$ cat config.mk
export PLATFORM = sky130hd
export DESIGN_NAME = sched_microseq_flat
export DESIGN_NICKNAME = d
export VERILOG_FILES = /design/src/rtl/sched_microseq_if.sv /design/src/rtl/sched_microseq.sv /design/src/flat_wrapper.sv
export SDC_FILE = /design/constraint.sdc
export NUM_CORES = 1
export LEC_CHECK = 0
export BUFFER_PORTS_ARGS = -buffer_cell sky130_fd_sc_hd__buf_2
export CAP_MARGIN = 30
export CELL_PAD_IN_SITES_DETAIL_PLACEMENT = 1
export CELL_PAD_IN_SITES_GLOBAL_PLACEMENT = 1
export CORE_MARGIN = 10
export CORE_UTILIZATION = 35
export CTS_CLUSTER_DIAMETER = 100
export DETAILED_ROUTE_END_ITERATION = 10
export PLACE_DENSITY_LB_ADDON = 0.05
export SLEW_MARGIN = 20
export SYNTH_ARGS = -nofsm -noshare
export SYNTH_HDL_FRONTEND = slang
export SYNTH_SLANG_ARGS = --single-unit
$ cat constraint.sdc
create_clock -name clk -period 3.05 [get_ports clk]
set_input_delay 0.4575 -clock clk [delete_from_list [all_inputs] [get_ports clk]]
set_output_delay 0.4575 -clock clk [all_outputs]
set_load 0.05 [all_outputs]
$ cat src/rtl/sched_microseq_if.sv
// ---------------------------------------------------------------------------
// sched_microseq_if
// Bundles every non-clock/reset signal of the microcoded schedule sequencer.
//
//   Control in : start, stall, abort
//   Program in : prog_we, prog_addr[AW], prog_data[UW]
//   Status out : prog_err, op_ready, result_en, done_next, overrun,
//                step_idx[AW]
//   Datapath   : alu1_sel1/alu1_sel2[SEL_W], alu1_op,
//                mul1_sel1/mul1_sel2[SEL_W], mul1_op, reg_en[NUM_REGS]
//   Optional   : run_cycles[16] when SCHED_PERF_EN is defined
//
// Modports: master = the controller/testbench side, slave = the sequencer.
// ---------------------------------------------------------------------------
interface sched_microseq_if #(
    parameter int SEL_W     = 4,
    parameter int NUM_REGS  = 8,
    parameter int MAX_STEPS = 16
);
    localparam int AW = $clog2(MAX_STEPS);
    localparam int UW = 3 + 4 * SEL_W + NUM_REGS;

    logic                start;
    logic                stall;
    logic                abort;
    logic                prog_we;
    logic [AW-1:0]       prog_addr;
    logic [UW-1:0]       prog_data;

    logic                prog_err;
    logic                op_ready;
    logic                result_en;
    logic                done_next;
    logic                overrun;
    logic [AW-1:0]       step_idx;
    logic [SEL_W-1:0]    alu1_sel1;
    logic [SEL_W-1:0]    alu1_sel2;
    logic                alu1_op;
    logic [SEL_W-1:0]    mul1_sel1;
    logic [SEL_W-1:0]    mul1_sel2;
    logic                mul1_op;
    logic [NUM_REGS-1:0] reg_en;
`ifdef SCHED_PERF_EN
    logic [15:0]         run_cycles;
`endif

    modport master (
`ifdef SCHED_PERF_EN
        input  run_cycles,
`endif
        output start, stall, abort, prog_we, prog_addr, prog_data,
        input  prog_err, op_ready, result_en, done_next, overrun, step_idx,
        input  alu1_sel1, alu1_sel2, alu1_op, mul1_sel1, mul1_sel2, mul1_op,
        input  reg_en
    );

    modport slave (
`ifdef SCHED_PERF_EN
        output run_cycles,
`endif
        input  start, stall, abort, prog_we, prog_addr, prog_data,
        output prog_err, op_ready, result_en, done_next, overrun, step_idx,
        output alu1_sel1, alu1_sel2, alu1_op, mul1_sel1, mul1_sel2, mul1_op,
        output reg_en
    );
endinterface

$ cat src/rtl/sched_microseq.sv
// ---------------------------------------------------------------------------
// sched_microseq
// Programmable schedule sequencer. Each step of an ALU/MUL schedule is a
// microcode word held in an internal table; a run walks the table from
// step 0 until a word with the last flag set, or until the table end
// (flagged as overrun). Stall freezes the step, abort drops back to IDLE.
//
// Ports:
//   clk    rising-edge clock
//   rst_n  asynchronous active-low reset (also clears the microcode table)
//   bus    sched_microseq_if.slave: start/stall/abort, microcode write port,
//          status (op_ready, result_en, done_next, overrun, step_idx,
//          prog_err) and the decoded datapath controls.
//
// Microcode word, LSB first:
//   [0] last, [1] alu_op, [2] mul_op, alu_sel1, alu_sel2, mul_sel1,
//   mul_sel2 (SEL_W each), reg_en (NUM_REGS).
//
// Build option: define SCHED_PERF_EN to add the run_cycles counter.
// ---------------------------------------------------------------------------
module sched_microseq #(
    parameter int SEL_W     = 4,
    parameter int NUM_REGS  = 8,
    parameter int MAX_STEPS = 16
) (
    input  logic             clk,
    input  logic             rst_n,
    sched_microseq_if.slave  bus
);
    localparam int AW = $clog2(MAX_STEPS);
    localparam logic [AW-1:0] LAST_IDX = AW'(MAX_STEPS - 1);

    typedef enum logic [1:0] {
        S_IDLE = 2'd0,
        S_RUN  = 2'd1,
        S_DONE = 2'd2
    } state_t;

    // Declared MSB first so that 'last' lands on bit 0 of the word.
    typedef struct packed {
        logic [NUM_REGS-1:0] reg_en;
        logic [SEL_W-1:0]    mul_sel2;
        logic [SEL_W-1:0]    mul_sel1;
        logic [SEL_W-1:0]    alu_sel2;
        logic [SEL_W-1:0]    alu_sel1;
        logic                mul_op;
        logic                alu_op;
        logic                last;
    } ucode_t;

    state_t        state_q, state_d;
    logic [AW-1:0] step_q, step_d;
    logic          overrun_q, overrun_d;
    logic          drive;
    logic          wr_en;
    ucode_t        table_q [MAX_STEPS];
    ucode_t        cur;

    // Writes land only while idle, so a running schedule never sees its
    // own microcode change underneath it.
    assign wr_en        = bus.prog_we && (state_q == S_IDLE);
    assign bus.prog_err = bus.prog_we && (state_q != S_IDLE);

    // NOTE: the table must read as all-zero after reset, so it is built
    // from resettable flops; a table without that need would drop the
    // reset branch and map to RAM.
    always_ff @(posedge clk or negedge rst_n) begin
        if (!rst_n) begin
            for (int i = 0; i < MAX_STEPS; i++) begin
                table_q[i] <= '0;
            end
        end else if (wr_en) begin
            table_q[bus.prog_addr] <= ucode_t'(bus.prog_data);
        end
    end

    assign cur = table_q[step_q];

    // NOTE: state registers use non-blocking assignments so every flop
    // samples pre-edge values regardless of process evaluation order.
    always_ff @(posedge clk or negedge rst_n) begin
        if (!rst_n) begin
            state_q   <= S_IDLE;
            step_q    <= '0;
            overrun_q <= 1'b0;
        end else begin
            state_q   <= state_d;
            step_q    <= step_d;
            overrun_q <= overrun_d;
        end
    end

    // NOTE: every signal written here gets a default first, so no path
    // through the case leaves one unassigned and infers a latch.
    always_comb begin
        state_d       = state_q;
        step_d        = step_q;
        overrun_d     = overrun_q;
        drive         = 1'b0;
        bus.op_ready  = 1'b0;
        bus.result_en = 1'b0;
        bus.done_next = 1'b0;

        case (state_q)
            S_IDLE: begin
                bus.op_ready = 1'b1;
                if (bus.start) begin
                    state_d   = S_RUN;
                    step_d    = '0;
                    overrun_d = 1'b0;
                end
            end

            S_RUN: begin
                // Priority: abort, then stall, then last/overrun/advance.
                if (bus.abort) begin
                    state_d = S_IDLE;
                    step_d  = '0;
                end else if (!bus.stall) begin
                    drive = 1'b1;
                    if (cur.last) begin
                        bus.result_en = 1'b1;
                        state_d       = S_DONE;
                    end else if (step_q == LAST_IDX) begin
                        // Ran off the table end: close the run anyway.
                        bus.result_en = 1'b1;
                        overrun_d     = 1'b1;
                        state_d       = S_DONE;
                    end else begin
                        step_d = step_q + AW'(1);
                    end
                end
            end

            S_DONE: begin
                // Stall has no effect here; abort suppresses the pulse.
                if (!bus.abort) begin
                    bus.done_next = 1'b1;
                end
                state_d = S_IDLE;
                step_d  = '0;
            end

            default: begin
                state_d = S_IDLE;
                step_d  = '0;
            end
        endcase

        bus.alu1_sel1 = drive ? cur.alu_sel1 : '0;
        bus.alu1_sel2 = drive ? cur.alu_sel2 : '0;
        bus.alu1_op   = drive ? cur.alu_op   : 1'b0;
        bus.mul1_sel1 = drive ? cur.mul_sel1 : '0;
        bus.mul1_sel2 = drive ? cur.mul_sel2 : '0;
        bus.mul1_op   = drive ? cur.mul_op   : 1'b0;
        bus.reg_en    = drive ? cur.reg_en   : '0;
    end

    assign bus.step_idx = step_q;
    assign bus.overrun  = overrun_q;

`ifdef SCHED_PERF_EN
    // Counts every RUN cycle including stalls; saturates rather than wraps.
    logic [15:0] run_cycles_q;

    always_ff @(posedge clk or negedge rst_n) begin
        if (!rst_n) begin
            run_cycles_q <= '0;
        end else if (state_q == S_IDLE && bus.start) begin
            run_cycles_q <= '0;
        end else if (state_q == S_RUN && run_cycles_q != 16'hFFFF) begin
            run_cycles_q <= run_cycles_q + 16'd1;
        end
    end

    assign bus.run_cycles = run_cycles_q;
`endif

endmodule

$ cat src/flat_wrapper.sv
// flat-port wrapper written by rule: the top's interface ports become plain ports
module sched_microseq_flat 
#(
    parameter int SEL_W     = 4,
    parameter int NUM_REGS  = 8,
    parameter int MAX_STEPS = 16
)
  (clk, rst_n, bus_start, bus_stall, bus_abort, bus_prog_we, bus_prog_addr, bus_prog_data, bus_prog_err, bus_op_ready, bus_result_en, bus_done_next, bus_overrun, bus_step_idx, bus_alu1_sel1, bus_alu1_sel2, bus_alu1_op, bus_mul1_sel1, bus_mul1_sel2, bus_mul1_op, bus_reg_en);
  sched_microseq_if #(.SEL_W(SEL_W), .NUM_REGS(NUM_REGS), .MAX_STEPS(MAX_STEPS)) bus_i ();
  input  logic clk;
  input  logic rst_n;
  input wire logic [$bits(bus_i.start)-1:0] bus_start;
  input wire logic [$bits(bus_i.stall)-1:0] bus_stall;
  input wire logic [$bits(bus_i.abort)-1:0] bus_abort;
  input wire logic [$bits(bus_i.prog_we)-1:0] bus_prog_we;
  input wire logic [$bits(bus_i.prog_addr)-1:0] bus_prog_addr;
  input wire logic [$bits(bus_i.prog_data)-1:0] bus_prog_data;
  output wire logic [$bits(bus_i.prog_err)-1:0] bus_prog_err;
  output wire logic [$bits(bus_i.op_ready)-1:0] bus_op_ready;
  output wire logic [$bits(bus_i.result_en)-1:0] bus_result_en;
  output wire logic [$bits(bus_i.done_next)-1:0] bus_done_next;
  output wire logic [$bits(bus_i.overrun)-1:0] bus_overrun;
  output wire logic [$bits(bus_i.step_idx)-1:0] bus_step_idx;
  output wire logic [$bits(bus_i.alu1_sel1)-1:0] bus_alu1_sel1;
  output wire logic [$bits(bus_i.alu1_sel2)-1:0] bus_alu1_sel2;
  output wire logic [$bits(bus_i.alu1_op)-1:0] bus_alu1_op;
  output wire logic [$bits(bus_i.mul1_sel1)-1:0] bus_mul1_sel1;
  output wire logic [$bits(bus_i.mul1_sel2)-1:0] bus_mul1_sel2;
  output wire logic [$bits(bus_i.mul1_op)-1:0] bus_mul1_op;
  output wire logic [$bits(bus_i.reg_en)-1:0] bus_reg_en;
  assign bus_i.start = bus_start;
  assign bus_i.stall = bus_stall;
  assign bus_i.abort = bus_abort;
  assign bus_i.prog_we = bus_prog_we;
  assign bus_i.prog_addr = bus_prog_addr;
  assign bus_i.prog_data = bus_prog_data;
  assign bus_prog_err = bus_i.prog_err;
  assign bus_op_ready = bus_i.op_ready;
  assign bus_result_en = bus_i.result_en;
  assign bus_done_next = bus_i.done_next;
  assign bus_overrun = bus_i.overrun;
  assign bus_step_idx = bus_i.step_idx;
  assign bus_alu1_sel1 = bus_i.alu1_sel1;
  assign bus_alu1_sel2 = bus_i.alu1_sel2;
  assign bus_alu1_op = bus_i.alu1_op;
  assign bus_mul1_sel1 = bus_i.mul1_sel1;
  assign bus_mul1_sel2 = bus_i.mul1_sel2;
  assign bus_mul1_op = bus_i.mul1_op;
  assign bus_reg_en = bus_i.reg_en;
  sched_microseq #(.SEL_W(SEL_W), .NUM_REGS(NUM_REGS), .MAX_STEPS(MAX_STEPS)) u_core (.clk(clk), .rst_n(rst_n), .bus(bus_i));
endmodule
Word-level counts from Yosys, hierarchy flattened
Cells that the tools add are included.
{"block": "op_classes", "n_addsub": 1, "order_cmp": 3, "n_eq_ne": 12, "mux": 42, "n_bitwise": 2, "reduce_logical": 9}
{"cell": "432-bit bitwise mux", "n": 1}
{"cell": "27-bit binary-select mux with 4-bit select", "n": 1}
{"cell": "27-bit demux with 4-bit select", "n": 1}
{"cell": "27-bit 2-to-1 mux", "n": 3}
{"cell": "4-bit 2-to-1 mux", "n": 9}
{"cell": "1-bit 2-to-1 mux", "n": 18}
{"cell": "5-bit greater-or-equal comparator (second input constant)", "n": 2}
{"cell": "2-bit 2-to-1 mux", "n": 5}
{"cell": "4-bit NOT with 5-bit output", "n": 2}
{"cell": "3-bit != test (second input constant)", "n": 3}
{"cell": "8-bit 2-to-1 mux", "n": 1}
{"cell": "2-bit != test (second input constant)", "n": 4}
{"cell": "4-bit one-hot mux with 2 select lines", "n": 1}
{"cell": "6-bit AND reduction", "n": 1}
{"cell": "5-bit by 1-bit < comparator with 1-bit output (second input constant)", "n": 1}
{"cell": "4-bit by 1-bit adder with 4-bit output (second input constant)", "n": 1}
{"cell": "4-bit == test (second input constant)", "n": 1}
{"cell": "4-bit by 2-bit != test with 1-bit output (second input constant)", "n": 1}
{"cell": "2-bit one-hot mux with 2 select lines", "n": 1}
{"cell": "4-bit AND reduction", "n": 1}
{"cell": "2-bit nonzero test", "n": 2}
{"cell": "1-bit logical AND", "n": 3}
{"cell": "3-bit AND reduction", "n": 1}
{"cell": "2-bit by 1-bit == test with 1-bit output (second input constant)", "n": 1}
{"cell": "4 further kinds", "n": 4}
{"block": "word_totals", "ff_bits": 439, "in_bits": 37, "output_inout_bits": 35, "word_cells": 200}

Longest topological paths before layout
Gate-level depths: netlist of the first run.
{"block": "logic_depth", "word_depth": 8, "mapped_depth": 8, "ltp_nobuf": 5}

Worst setup path before layout of the first run
Ideal clock, no wire load.
{"block": "synth_path", "kind": "register to output", "start": "reg u_core.step_q[0] (netlist: u_core.bus.step_idx[0])", "end": "out bus_result_en", "arrival_ps": 2749, "required_ps": 2592, "slack_ps": -156, "stages_incl_launch_ff": 8, "path_buffers": 3, "cell_sequence": "dfrtp_1 buf_2 buf_2 buf_2 mux4_2 and2_1 a21o_1 nor2_1"}
{"block": "synth_between", "elab_chain_len": 8, "word_cells_on_any_way": 10, "cone_classes": "1 x eq/ne; 8 x mux; 1 x bitwise"}
{"element": "start, declared", "line_no": "sched_microseq.sv:52", "source": "logic [AW-1:0] step_q, step_d;"}
{"element": "start signal, assigned", "line_no": "sched_microseq.sv:88", "source": "step_q <= step_d;"}
{"element": "4-bit NOT with 5-bit output (not written as such)", "line_no": "sched_microseq.sv:77", "source": "assign cur = table_q[step_q];"}
{"element": "27-bit binary-select mux with 4-bit select", "line_no": "sched_microseq.sv:77"}
{"element": "27-bit 2-to-1 mux (not written as such) (2 in a row)", "line_no": "sched_microseq.sv:77"}
{"element": "1-bit 2-to-1 mux *", "line_no": "sched_microseq.sv:121", "source": "if (cur.last) begin"}
{"element": "1-bit 2-to-1 mux *", "line_no": "sched_microseq.sv:119", "source": "end else if (!bus.stall) begin"}
{"element": "1-bit 2-to-1 mux *", "line_no": "sched_microseq.sv:116", "source": "if (bus.abort) begin"}
{"element": "1-bit 2-to-1 mux *", "line_no": "sched_microseq.sv:104", "source": "case (state_q)"}
{"element": "end, declared", "line_no": "flat_wrapper.sv:20", "source": "output wire logic [$bits(bus_i.result_en)-1:0] bus_result_en;"}
Mark *: on every way between the ends. The rest lies on a longest branch, timed or not. The select of a mux whose other input is x is not followed.

Worst setup path after layout of the first run
{"block": "layout_path", "start": "reg u_core.step_q[0] (netlist: u_core.bus.step_idx[0])", "end": "out bus_mul1_sel2[2]"}
{"block": "layout_between", "elab_chain_len": 5}
{"element": "4-bit NOT with 5-bit output (not written as such)", "line_no": "sched_microseq.sv:77"}
{"element": "27-bit binary-select mux with 4-bit select", "line_no": "sched_microseq.sv:77"}
{"element": "27-bit 2-to-1 mux (not written as such) (2 in a row)", "line_no": "sched_microseq.sv:77"}
{"element": "4-bit 2-to-1 mux", "line_no": "sched_microseq.sv:154", "source": "bus.mul1_sel2 = drive ? cur.mul_sel2 : '0;"}
{"element": "end, declared", "line_no": "flat_wrapper.sv:28", "source": "output wire logic [$bits(bus_i.mul1_sel2)-1:0] bus_mul1_sel2;"}
Every way passes these cells. The select of a mux whose other input is x is not followed.

==> summary.md, run 1 <==
| Metric | Value |
|---|---|
| Largest net degree at the start of global routing | `91` |
| Max-cap violations | `0` |
| Drt initial violations | `497` |
| Top-area cell type share of the netlist area | `54.84%` |
| FF+latch area | `10990 µm²` |
| Synth top area cells | `dfrtp_1, mux2_2, mux4_2, mux2_1, buf_2` |
| Cts bufs inserted | `53` |
| # rows | `87` |
| Total Routing Usage GR | `17.02%` |
| Worst-Skew Late Latency | `590 ps` |
| Synthesized area per cell | `16.53 µm²` |
| R2r startpoint | `u_core.state_q[0]` |
| Outcome | `complete, but fails checks` |
| Die width | `259.2 µm` |
| Most frequent cells in the layout | `dfrtp_1, mux2_2, mux4_2, clkbuf_16, buf_2` |
| WHS Path Cells | `2` |
| Met2 usage | `26.86%` |
| Max H-tree Level | `2` |
| Die H | `259.2 µm` |
| Post-route ant nets | `0` |
| CP required | `2590 ps` |
| Power per Cell Area | `962.5 nW/µm²` |
| Pre-antenna DRT Iters | `4` |
| Post-synth top area cell | `dfrtp_1` |
| P_leak | `10.50 nW` |
| Via density | `5.273` |
| Worst vdd ir | `0.4761 mV` |
| Post-Layout Cell Count | `2113` |
| Pre-CTS setup slack | `213.1 ps` |
| # IOs | `72` |
| Commonest non-fill, non-tap cell in the layout | `dfrtp_1` |
| Grt met1 use | `24.07%` |
| Multi-input gate area in the final layout | `8783 µm²` |
| Vias in the first global route | `12.39k` |
| Fmax | `0.3089 GHz` |
| Die Area | `67200 µm²` |
| # DRC | `0` |
| Endpoint type of the worst setup path | `output pin` |
| FILL cells | `5438` |
| Synth unique cells | `40` |
| Register area share after synthesis | `54.84%` |
| Drt wl/cell | `26.79 µm` |
| Hold path start | `bus_start` |
| WS Path Type | `flop to output pin` |
| IO Port Bufs | `71` |
| Placed insts | `1991` |
| Layout cells sized above 1 | `60.10%` |
| Critical path launch point type | `flop` |
| Final setup margin | `-187.6 ps` |
| Gr busiest metal | `met2` |
| Fin nets | `1355` |
| Final setup viols | `27` |
| First-pass GRT wire length | `85660 µm` |
| Hpwl dp | `32580 µm` |
| Worst-path clk slew | `60 ps` |
| Worst min path class | `input pin to flop` |
| Syn nets | `1250` |
| Clk buf depth | `3` |
| Core area | `56500 µm²` |
| Slew HR | `51.53%` |
| Seq cells post-synth | `439` |
| Met3 Usage GRT | `3.022%` |
| Pins Over Slew Limit | `0` |
| Reg2reg end | `u_core.table_q[60]` |
| R2R depth | `5` |
| Final period utilization | `106.2%` |
| Antenna violations before repair | `3` |
| Fin. Hold Viols | `0` |
| Sink Count | `439` |
| Slew @ Worst Pin | `727.1 ps` |
| Setup Skew | `7.923 ps` |
| CTS tree | `yes` |
| Worst Path Arrival | `2780 ps` |
| Synth Warn # | `0` |
| Synthesis-to-layout area growth | `20.75%` |
| Placer Congestion | `0.6852` |
| Violated checks | `negative setup slack` |
| Mapped cell area | `20030 µm²` |
| Initial Util | `35.46%` |
| Mapped Cells | `1212` |
| Global route overflow | `0` |
| Endpoint, Worst Hold | `u_core.bus.overrun` |
| RSZ-0062 raised after global routing | `true` |
| R2R Setup Slk | `550 ps` |
| Root Buffer | `clkbuf_16` |
| Worst-path maximum fanout | `8` |
| Routed via count | `11.14k` |
| Final wirelength | `56620 µm` |
| Min cycle time layout | `3238 ps` |
[worst max-delay path: stages (launching register included)]
cell,delay (ps)
dfrtp_4,480
buf_12,180
clkbuf_16,200
mux4_2,520
mux4_2,490
nor2b_4,150
buf_6,160
[state kept, by name (all words and copies together) (netlist names)]
signal	flops
u_core.table_q	432
u_core.bus.overrun	1
u_core.state_q	2
u_core.bus.step_idx	4
[worst max path at each step]
stage                             endpoint                   start  slack, ps
after floorplan           bus_alu1_sel1[2]  u_core.bus.step_idx[1]         30
after global placement    bus_alu1_sel2[3]  u_core.bus.step_idx[0]        250
after detailed placement  bus_alu1_sel2[3]  u_core.bus.step_idx[0]        210
after CTS                    bus_reg_en[3]  u_core.bus.step_idx[0]       -280
after global routing         bus_reg_en[7]  u_core.bus.step_idx[0]       -260
final                     bus_mul1_sel2[2]  u_core.bus.step_idx[0]       -190
[synth_stat cells]
master	instances
a21o_1	1
a21oi_1	6
a22oi_1	1
a31oi_1	1
a41oi_1	1
and2_1	1
and3_1	3
and3b_1	1
and4b_1	2
and4bb_2	1
buf_1	5
buf_2	40
buf_4	12
buf_6	5
clkbuf_1	37
dfrtp_1	439
ha_1	1
inv_1	2
mux2_1	21
mux2_2	412
mux2i_1	9
mux4_2	131
nand2_1	13
nand2b_1	2
nand3_1	3
nand3b_1	1
nand4_1	1
nand4_2	1
nand4b_2	1
nor2_1	12
nor2_2	7
nor2b_1	29
nor3_4	2
nor3b_1	2
o2111ai_1	1
o211ai_1	1
o21ai_0	1
o21bai_1	1
o41ai_1	1
or3_1	1
[metrics by stage]
stage / setup TNS (ps) / power [mW] / cell area [µm²] / hold slack (ps) / utilization (%)
2_1_floorplan: 0 / 14.52 / 20080 / 161.9 / -
3_3_place_gp: 0 / 16.16 / 21660 / 378.7 / 38.33
3_5_place_dp: 0 / 16.36 / 21660 / 378.0 / 38.33
4_1_cts: -5546 / 23.45 / 24070 / 32.49 / 42.60
5_1_grt: -5852 / 24.64 / 24190 / 78.84 / 42.81
6_report: -3548 / 23.28 / 24190 / 76.24 / 42.81
[kinds of logic after synthesis]
| family | Yosys count | synth area share [%] |
|---|---|---|
| flops | 439 | 54.84 |
| compound gates | 15 | 0.4873 |
| buf+inv | 101 | 2.555 |
| mux | 573 | 39.52 |
| fa+ha+maj | 1 | 0.06245 |
| simple gates | 83 | 2.536 |
[power breakdown]
group	internal (mW)	total [mW]	leakage (nW)	switching, mW
logic	4.79	7.52	4.05	2.72
clock network	3.70	6.17	0.823	2.47
registers	8.32	9.59	5.63	1.27
total	16.8	23.3	10.5	6.46
[area by class of cell]
type | instances | area share [%]
Sequential cell | 439 | 45.45
Multi-Input combinational cell | 672 | 36.31
Timing Repair Buffer | 149 | 7.299
Clock buffer | 86 | 6.585
Tap cell | 756 | 3.911
Clock inverter | 8 | 0.3983
Inverter | 2 | 0.03104
Antenna cell | 1 | 0.01035
[per-layer routing]
| layer | part of all wire, % | wire length [µm] |
|---|---|---|
| met2 | 46 | 26280 |
| met1 | 48 | 27040 |
| met5 | 0.057 | 32 |
| met3 | 3.6 | 2041 |
| met4 | 2.1 | 1217 |
[repair_timing]
action                     in CTS  in global routing
hold endpoints to repair       29                  0
gates resized for setup        97                 16
gates cloned                    5                  4
setup buffers                  18                  1
hold buffers                    1                  0
setup endpoints to repair      27                 27
(Power assumes the default switching activity.)
==> inputs of run 2 (changes only) <==
--- a/config.mk
+++ b/config.mk
@@ -5,6 +5,7 @@
 export SDC_FILE = /design/constraint.sdc
 export NUM_CORES = 1
 export LEC_CHECK = 0
+export ABC_AREA = 1
 export BUFFER_PORTS_ARGS = -buffer_cell sky130_fd_sc_hd__buf_2
 export CAP_MARGIN = 30
 export CELL_PAD_IN_SITES_DETAIL_PLACEMENT = 1
==> run 2 against run 1 <==
  * The flow now finishes without violations
  * Clock-buffer cell count did not move
  * Worst setup slack improved by 220 ps
  * First-iteration DRC count grew to 2.6 times the previous value
  * Sequential share of layout area decreased by 0.53 points
  * Via count increased by 55%
  * Synthesized area is 1.4% lower
  * Die area shrank 1.3%
  * Final area rose by 1.2%
  * Routed wire length is 38% higher
  * Global-route usage rose by 6.0 points
  * Critical path depth is 2 higher
  * Critical path type unchanged
==> summary.md, run 2 <==
| Metric | Value |
|---|---|
| Switching share of power | `36.81% (+9.1 points)` |
| Critical path launch point type | `flop` |
| Critical-path cell list | `buf_8, buf_4, inv_6, o21ai_0, o22ai_1, o21ai_0, a21oi_4, buf_12` |
| Biggest register | `u_core.table_q` |
| Power per Cell Area | `1030 nW/µm² (+7.0%)` |
| Commonest non-fill, non-tap cell in the layout | `nand2_1` |
| Root Buffer | `clkbuf_16` |
| Most instantiated cells after synthesis | `nand2_1, o21ai_0, dfrtp_1` |
| Worst-path maximum fanout | `17 (+9)` |
| Register area share after synthesis | `55.61% (+0.77 points)` |
| Cts bufs inserted | `52 (-1.9%)` |
| Final setup viols | `0 (-100%)` |
| Largest net degree at the start of global routing | `74 (-19%)` |
| Antenna violations before repair | `1 (-2)` |
| Final wirelength | `77960 µm (+38%)` |
| Worst Path Arrival | `2560 ps (-220 ps)` |
| Placer Congestion | `0.7680 (+12%)` |
| FILL cells | `6556 (+21%)` |
| Pre-antenna DRT Iters | `5 (+1)` |
| Seq cells post-synth | `439 (unchanged)` |
| Fin. Hold Viols | `0 (unchanged)` |
| Cell internal pwr | `15.93 mW (-5.3%)` |
| Final Util | `43.57% (+0.75 points)` |
| Met2 usage | `38.13% (+11 points)` |
| Setup Skew | `25.42 ps (+17.49 ps)` |
| Min cycle time layout | `3021 ps (-216.5 ps)` |
| Mapped cell area | `19760 µm² (-1.4%)` |
| Max reg flops | `432 (unchanged)` |
| Endpoint type of the worst setup path | `output pin` |
| Total Routing Usage GR | `22.99% (+6.0 points)` |
| Final period utilization | `99.05% (-7.1 points)` |
| Crit-path max cell delay | `520 ps (about the same)` |
| Synth top area cells | `dfrtp_1, o21ai_0, nand2_1, nor2_1, clkbuf_1` |
| Outcome | `complete, no violations` |
| Pins Over Slew Limit | `0 (unchanged)` |
| Die Area | `66350 µm² (-1.3%)` |
| CP required | `2590 ps (about the same)` |
| Slowest-stage cell, CP | `dfrtp_4` |
| Die H | `257.6 µm (-0.64%)` |
| Vias in the first global route | `18.08k (+46%)` |
| Top-area cell type share of the netlist area | `55.61% (+0.77 points)` |
| Pre-CTS setup slack | `166.0 ps (-47.04 ps)` |
| Worst path top cell family by delay | `compound AO/OA/AOI/OAI gates` |
| Most frequent cells in the layout | `nand2_1, o21ai_0, dfrtp_1, nor2_1, inv_1` |
| Via density | `5.277 (about the same)` |
| First-pass GRT wire length | `117000 µm (+37%)` |
| Synth unique cells | `29 (-28%)` |
| Met3 Usage GRT | `2.935% (-0.087 points)` |
| Post-route ant nets | `0 (unchanged)` |
| Worst vdd ir | `0.4798 mV (+0.78%)` |
| Synthesis-to-layout area growth | `23.87%` |
| Max H-tree Level | `2 (unchanged)` |
| Ys async rst share | `100.0% (unchanged)` |
| Initial Util | `35.17% (-0.29 points)` |
| Gr busiest metal | `met2` |
| Grt met1 use | `31.23% (+7.2 points)` |
| Die width | `257.6 µm (-0.64%)` |
| Max-cap violations | `0 (unchanged)` |
| P_leak | `11.34 nW (+8.0%)` |
| Worst-path clk slew | `60 ps (about the same)` |
| Synth Warn # | `0 (unchanged)` |
| Most common cell in the netlist | `nand2_1` |
| Switching pwr | `9.281 mW (+44%)` |
| # DRC | `0 (unchanged)` |
| # rows | `87 (unchanged)` |
| Bufs and invs on worst path | `4 (+1)` |
| Drt initial violations | `1274 (+160%)` |
| Pwr Total | `25.21 mW (+8.3%)` |
| Layout cells sized above 1 | `15.23% (-45 points)` |
| Fin nets | `2518 (+86%)` |
| CTS tree | `yes` |
| Final setup margin | `28.93 ps (+216.5 ps)` |
| Post-synth top area cell | `dfrtp_1` |
| Number of antenna diodes | `0 (-1)` |
| Reg power frac | `38.9% (-2.3 points)` |
| WS Path Type | `flop to output pin` |
| EDFF count, synth | `0 (unchanged)` |
| Syn nets | `2467 (+97%)` |
| Clk buf depth | `3 (unchanged)` |
| Fmax | `0.3310 GHz (+7.2%)` |
| Placed insts | `3131 (+57%)` |
| Hpwl dp | `41180 µm (+26%)` |
| Clk pwr share | `25.8% (-0.7 points)` |
| Slew HR | `41.74% (-9.8 points)` |
| RSZ-0062 raised after global routing | `true` |
| Worst-Skew Late Latency | `620 ps (+30 ps)` |
| # IOs | `72 (unchanged)` |
| Slew @ Worst Pin | `873.9 ps (+146.8 ps)` |
| IO Port Bufs | `71 (unchanged)` |
| Post-Layout Cell Count | `3277 (+55%)` |
| Crit-path most repeated cell | `o21ai_0` |
| Top FF cell, synth | `dfrtp_1` |
| Global route overflow | `0 (unchanged)` |
| Sink Count | `439 (unchanged)` |
| Gate power share | `35.3% (+3.0 points)` |
| Core area | `56170 µm² (-0.58%)` |
| Mapped Cells | `2429 (+100%)` |
| Routed via count | `17.29k (+55%)` |
| Drt wl/cell | `23.79 µm (-11%)` |
| Worst min path class | `input pin to flop` |
| Synthesized area per cell | `8.133 µm² (-51%)` |
==> run 2: layout make-up <==
| class | count | area, µm² | share of cell area, % |
|---|---|---|---|
| repair inverters | 2 | 17.52 | 0.07158 |
| repair buffers | 188 | 2293 | 9.372 |
| well taps | 756 | 945.9 | 3.865 |
| multi-input cells | 1701 | 8044 | 32.87 |
| clock inverters | 9 | 106.4 | 0.4346 |
| inverters | 96 | 389.1 | 1.590 |
| clock buffers | 86 | 1682 | 6.872 |
| flip-flops and latches | 439 | 10990 | 44.92 |
==> run 2: cell families (layout without fill, tap and decap cells) <==
logic type | Yosys count | after routing | share of synthesized area (%)
XOR/XNOR | 1 | 1 | 0.04434
adder cells (fa/ha/maj) | 1 | 1 | 0.06333
AO/OA/AOI/OAI | 760 | 760 | 19.63
flip-flops | 439 | 439 | 55.61
buffers and inverters | 289 | 381 | 5.859
AND/OR/NAND/NOR | 939 | 939 | 18.79
==> run 2: worst register-to-register path, stage by stage, from the launching register on <==
cell and delay, ps:
dfrtp_1 400, nor2_2 190, inv_1 130, nor2_2 570, nand4_1 200, buf_4 440, nand2_1 170, o21ai_0 90
==> run 2: per-stage QoR <==
stage	setup TNS (ps)	hold WS [ps]	cell area, µm²
final	0	109.8	24470
after global routing	-507.1	96.48	24470
after CTS	-870.2	68.78	24160
after detailed placement	0	468.1	21110
after global placement	0	460.2	21110
after floorplan	0	161.9	19760
==> run 2: repair_timing <==
item / CTS / global route
hold buffers: 1 / 0
gates resized for setup: 185 / 76
pin swaps: 46 / 58
buffers inserted: 23 / 9
gates cloned: 15 / 7
endpoints found under the setup margin: 27 / 27
endpoints found under the hold margin: 61 / 0
==> run 2: final timing paths <==
kind	slack (ps)	startpoint	to	cells past startpoint
min	110	bus_stall	u_core.state_q[1]	2
max reg2reg	720	u_core.state_q[0]	u_core.table_q[55]	7
max in group asynchronous	1740	rst_n	u_core.table_q[70]	3
min in group asynchronous	480	rst_n	u_core.table_q[371]	2
max	30	u_core.bus.step_idx[0]	bus_alu1_sel1[2]	8
min reg2reg	480	u_core.table_q[250]	u_core.table_q[250]	2
==> run 2: power groups by stage <==
stage          logic [mW]  clock network [mW]  registers (mW)
6_report             8.90                6.49            9.81
5_1_grt              9.94                6.90            10.1
4_1_cts              8.50                6.66            9.77
3_5_place_dp         6.67                   0            9.83
3_3_place_gp         6.47                   0            9.76
2_1_floorplan        4.71                   0            9.44
==> run 2: metal layers <==
layer / share of wire, % / vias to the layer above / wire, µm
met2: 47 / 297 / 36950
met1: 47 / 8809 / 36570
met5: 0 / - / 0
met3: 3.5 / 84 / 2748
li1: - / 8104 / -
met4: 2.2 / 0 / 1696
==> inputs of run 3 (changes only) <==
--- a/config.mk
+++ b/config.mk
@@ -11,7 +11,7 @@
 export CELL_PAD_IN_SITES_DETAIL_PLACEMENT = 1
 export CELL_PAD_IN_SITES_GLOBAL_PLACEMENT = 1
 export CORE_MARGIN = 10
-export CORE_UTILIZATION = 35
+export CORE_UTILIZATION = 47
 export CTS_CLUSTER_DIAMETER = 100
 export DETAILED_ROUTE_END_ITERATION = 10
 export PLACE_DENSITY_LB_ADDON = 0.05
==> run 3 against run 2 <==
  * Utilization increased by 12 points
  * Global-route usage increased by 4.2 points
  * Via count increased by 0.83%
  * Hold slack improved by 10 ps
  * Maximum frequency decreased by 0.69%
  * Critical endpoint is now bus_mul1_sel2[0]
  * Final cell count decreased by 8.1%
  * Sequential share of layout area increased by 2.7 points
  * Critical path type unchanged
  * Die area decreased by 24%
  * Largest power group unchanged
  * First-iteration DRC count increased by 20%
  * Routed wire length decreased by 9.8%
==> summary.md, run 3 (synthesis gave the netlist of run 2 again) <==
| Metric | Value |
|---|---|
| Root Buffer | `clkbuf_16` |
| CP required | `2590 ps (about the same)` |
| Commonest non-fill, non-tap cell in the layout | `nand2_1` |
| Via density | `5.793 (+9.8%)` |
| Hold WS | `120.3 ps (+10.50 ps)` |
| Antenna violations before repair | `1 (unchanged)` |
| Post-Layout Cell Count | `3010 (-8.1%)` |
| Die H | `225.0 µm (-13%)` |
| Cts bufs inserted | `49 (-5.8%)` |
| Clk buf depth | `3 (unchanged)` |
| Drt initial violations | `1528 (+20%)` |
| Pins Over Slew Limit | `0 (unchanged)` |
| Final wirelength | `70350 µm (-9.8%)` |
| Worst vdd ir | `0.5458 mV (+14%)` |
| P_leak | `10.92 nW (-3.7%)` |
| Routed via count | `17.44k (+0.83%)` |
| Outcome | `complete, no violations` |
| Placed insts | `2900 (-7.4%)` |
| Max reg flops | `432 (unchanged)` |
| Final Util | `55.28% (+12 points)` |
| Final period utilization | `99.74% (+0.69 points)` |
| Post-route ant nets | `0 (unchanged)` |
| Most frequent cells in the layout | `nand2_1, o21ai_0, dfrtp_1, nor2_1, inv_1` |
| First-pass GRT wire length | `106400 µm (-9.1%)` |
| Fin nets | `2469 (-1.9%)` |
| Largest net degree at the start of global routing | `87 (+18%)` |
| R2r startpoint | `u_core.state_q[0]` |
| Die Area | `50630 µm² (-24%)` |
| Crit-path most repeated cell | `buf_12` |
| Fin. Hold Viols | `0 (unchanged)` |
| Pre-antenna DRT Iters | `5 (unchanged)` |
| CTS tree | `yes` |
| Endpoint type of the worst setup path | `output pin` |
| Slew HR | `44.77% (+3.0 points)` |
| WS Path Type | `flop to output pin` |
| Biggest register | `u_core.table_q` |
| Max-cap violations | `0 (unchanged)` |
| Synthesis-to-layout area growth | `16.85%` |
| Power per Cell Area | `1020 nW/µm² (-1.0%)` |
| Core area | `41760 µm² (-26%)` |
| # DRC | `0 (unchanged)` |
| Critical path launch point type | `flop` |
| # IOs | `72 (unchanged)` |
| Fmax | `0.3287 GHz (-0.69%)` |
| Vias in the first global route | `17.92k (-0.90%)` |
| IO Port Bufs | `71 (unchanged)` |
| Worst-Skew Late Latency | `600 ps (-20 ps)` |
| Hold path start | `bus_stall` |
| Max H-tree Level | `2 (unchanged)` |
| Slowest-stage cell, CP | `dfrtp_4` |
| Worst Path Arrival | `2580 ps (+20 ps)` |
| # rows | `75 (-14%)` |
| Drt wl/cell | `23.37 µm (-1.8%)` |
| Die width | `225.0 µm (-13%)` |
| Worst-path maximum fanout | `24 (+7)` |
| Total Routing Usage GR | `27.19% (+4.2 points)` |
| Critical Path Start | `u_core.bus.step_idx[0]` |
| Layout cells sized above 1 | `11.21% (-4.0 points)` |
| Sink Count | `439 (unchanged)` |
| Placer Congestion | `0.7922 (+3.2%)` |
| Hpwl dp | `37450 µm (-9.0%)` |
| Min cycle time layout | `3042 ps (+21.04 ps)` |
| Worst-path clk slew | `60 ps (about the same)` |
| Number of antenna diodes | `0 (unchanged)` |
| Pwr Total | `23.55 mW (-6.6%)` |
| Final setup viols | `0 (unchanged)` |
| Global route overflow | `0 (unchanged)` |
| Critical-path cell list | `buf_12, clkinv_8, buf_12, o21ai_0, o22ai_1, nor2_1, nor2_1, nand2_1, a21oi_4, buf_12` |
| Slew @ Worst Pin | `828.4 ps (-45.44 ps)` |
| Initial Util | `47.31% (+12 points)` |
| Crit-path max cell delay | `500 ps (-20 ps)` |
| Setup Skew | `22.60 ps (-2.815 ps)` |
| RSZ-0062 raised after global routing | `true` |
| Worst min path class | `input pin to flop` |
==> run 3: cell count changes in the layout (fill, tap and decap cells not counted), moves of 11 or more <==
cell	change
buf_12	-16
buf_4	-12
nand2_1	+17
nand2_2	-15
nand3_1	+11
nand3_2	-11
nor2_1	+13
o21ai_0	+34
o21ai_1	-28
==> run 3: power by group <==
| group | internal (mW) | switching (mW) | leakage (nW) |
|---|---|---|---|
| Clock | 3.67 | 2.47 | 0.840 |
| Sequential | 8.38 | 1.45 | 5.68 |
| Combinational | 2.89 | 4.70 | 4.40 |
==> run 3: worst paths after layout <==
kind,endpoint,cells after the start,slack [ps]
max,bus_mul1_sel2[0],10,8
min,u_core.state_q[1],2,120
max reg2reg,u_core.table_q[66],7,740
min reg2reg,u_core.table_q[173],2,480
max in group asynchronous,u_core.table_q[343],3,1660
min in group asynchronous,u_core.table_q[2],2,450
==> run 3: critical path, delay by kind of cell, from the launching register on <==
kind | cells | cell delay [ps]
flip-flops | 1 | 500
AO/OA/AOI/OAI | 3 | 490
buffers and inverters | 4 | 650
AND/OR/NAND/NOR | 3 | 320
==> run 3: stage by stage <==
stage / cell area [µm²] / setup TNS, ps / setup slack (ps)
5_1_grt: 23080 / -426.7 / -55.71
6_report: 23080 / 0 / 7.885
3_3_place_gp: 20700 / 0 / 394.5
4_1_cts: 22640 / -190.9 / -64.28
3_5_place_dp: 20700 / 0 / 361.9
2_1_floorplan: 19760 / 0 / 127.3
==> run 3: metal layers <==
metal	part of all wire, %	track usage, %	vias up	routed length, µm
met5	0	0	-	0
met4	2.6	8.401	0	1861
met1	45	36.34	8903	31420
met3	5.0	3.656	90	3527
met2	48	45.16	441	33550
li1	-	-	8004	-
==> run 3: timing repair <==
item | 4_1_cts | 5_1_grt
gates resized for setup | 41 | 73
hold endpoints to repair | 61 | 0
hold buffers | 1 | 0
cloned | 3 | 7
setup endpoints to repair | 25 | 27
buffers inserted | 3 | 5
pin swaps | 2 | 16
==> run 3: final cells by class <==
cell class	count	area [µm²]
Fill cell	4979	18680
Sequential cell	439	10990
Multi-Input combinational cell	1701	7761
Timing Repair Buffer	144	1593
Clock buffer	75	1515
Tap cell	539	674.4
Inverter	96	377.9
Clock inverter	16	168.9
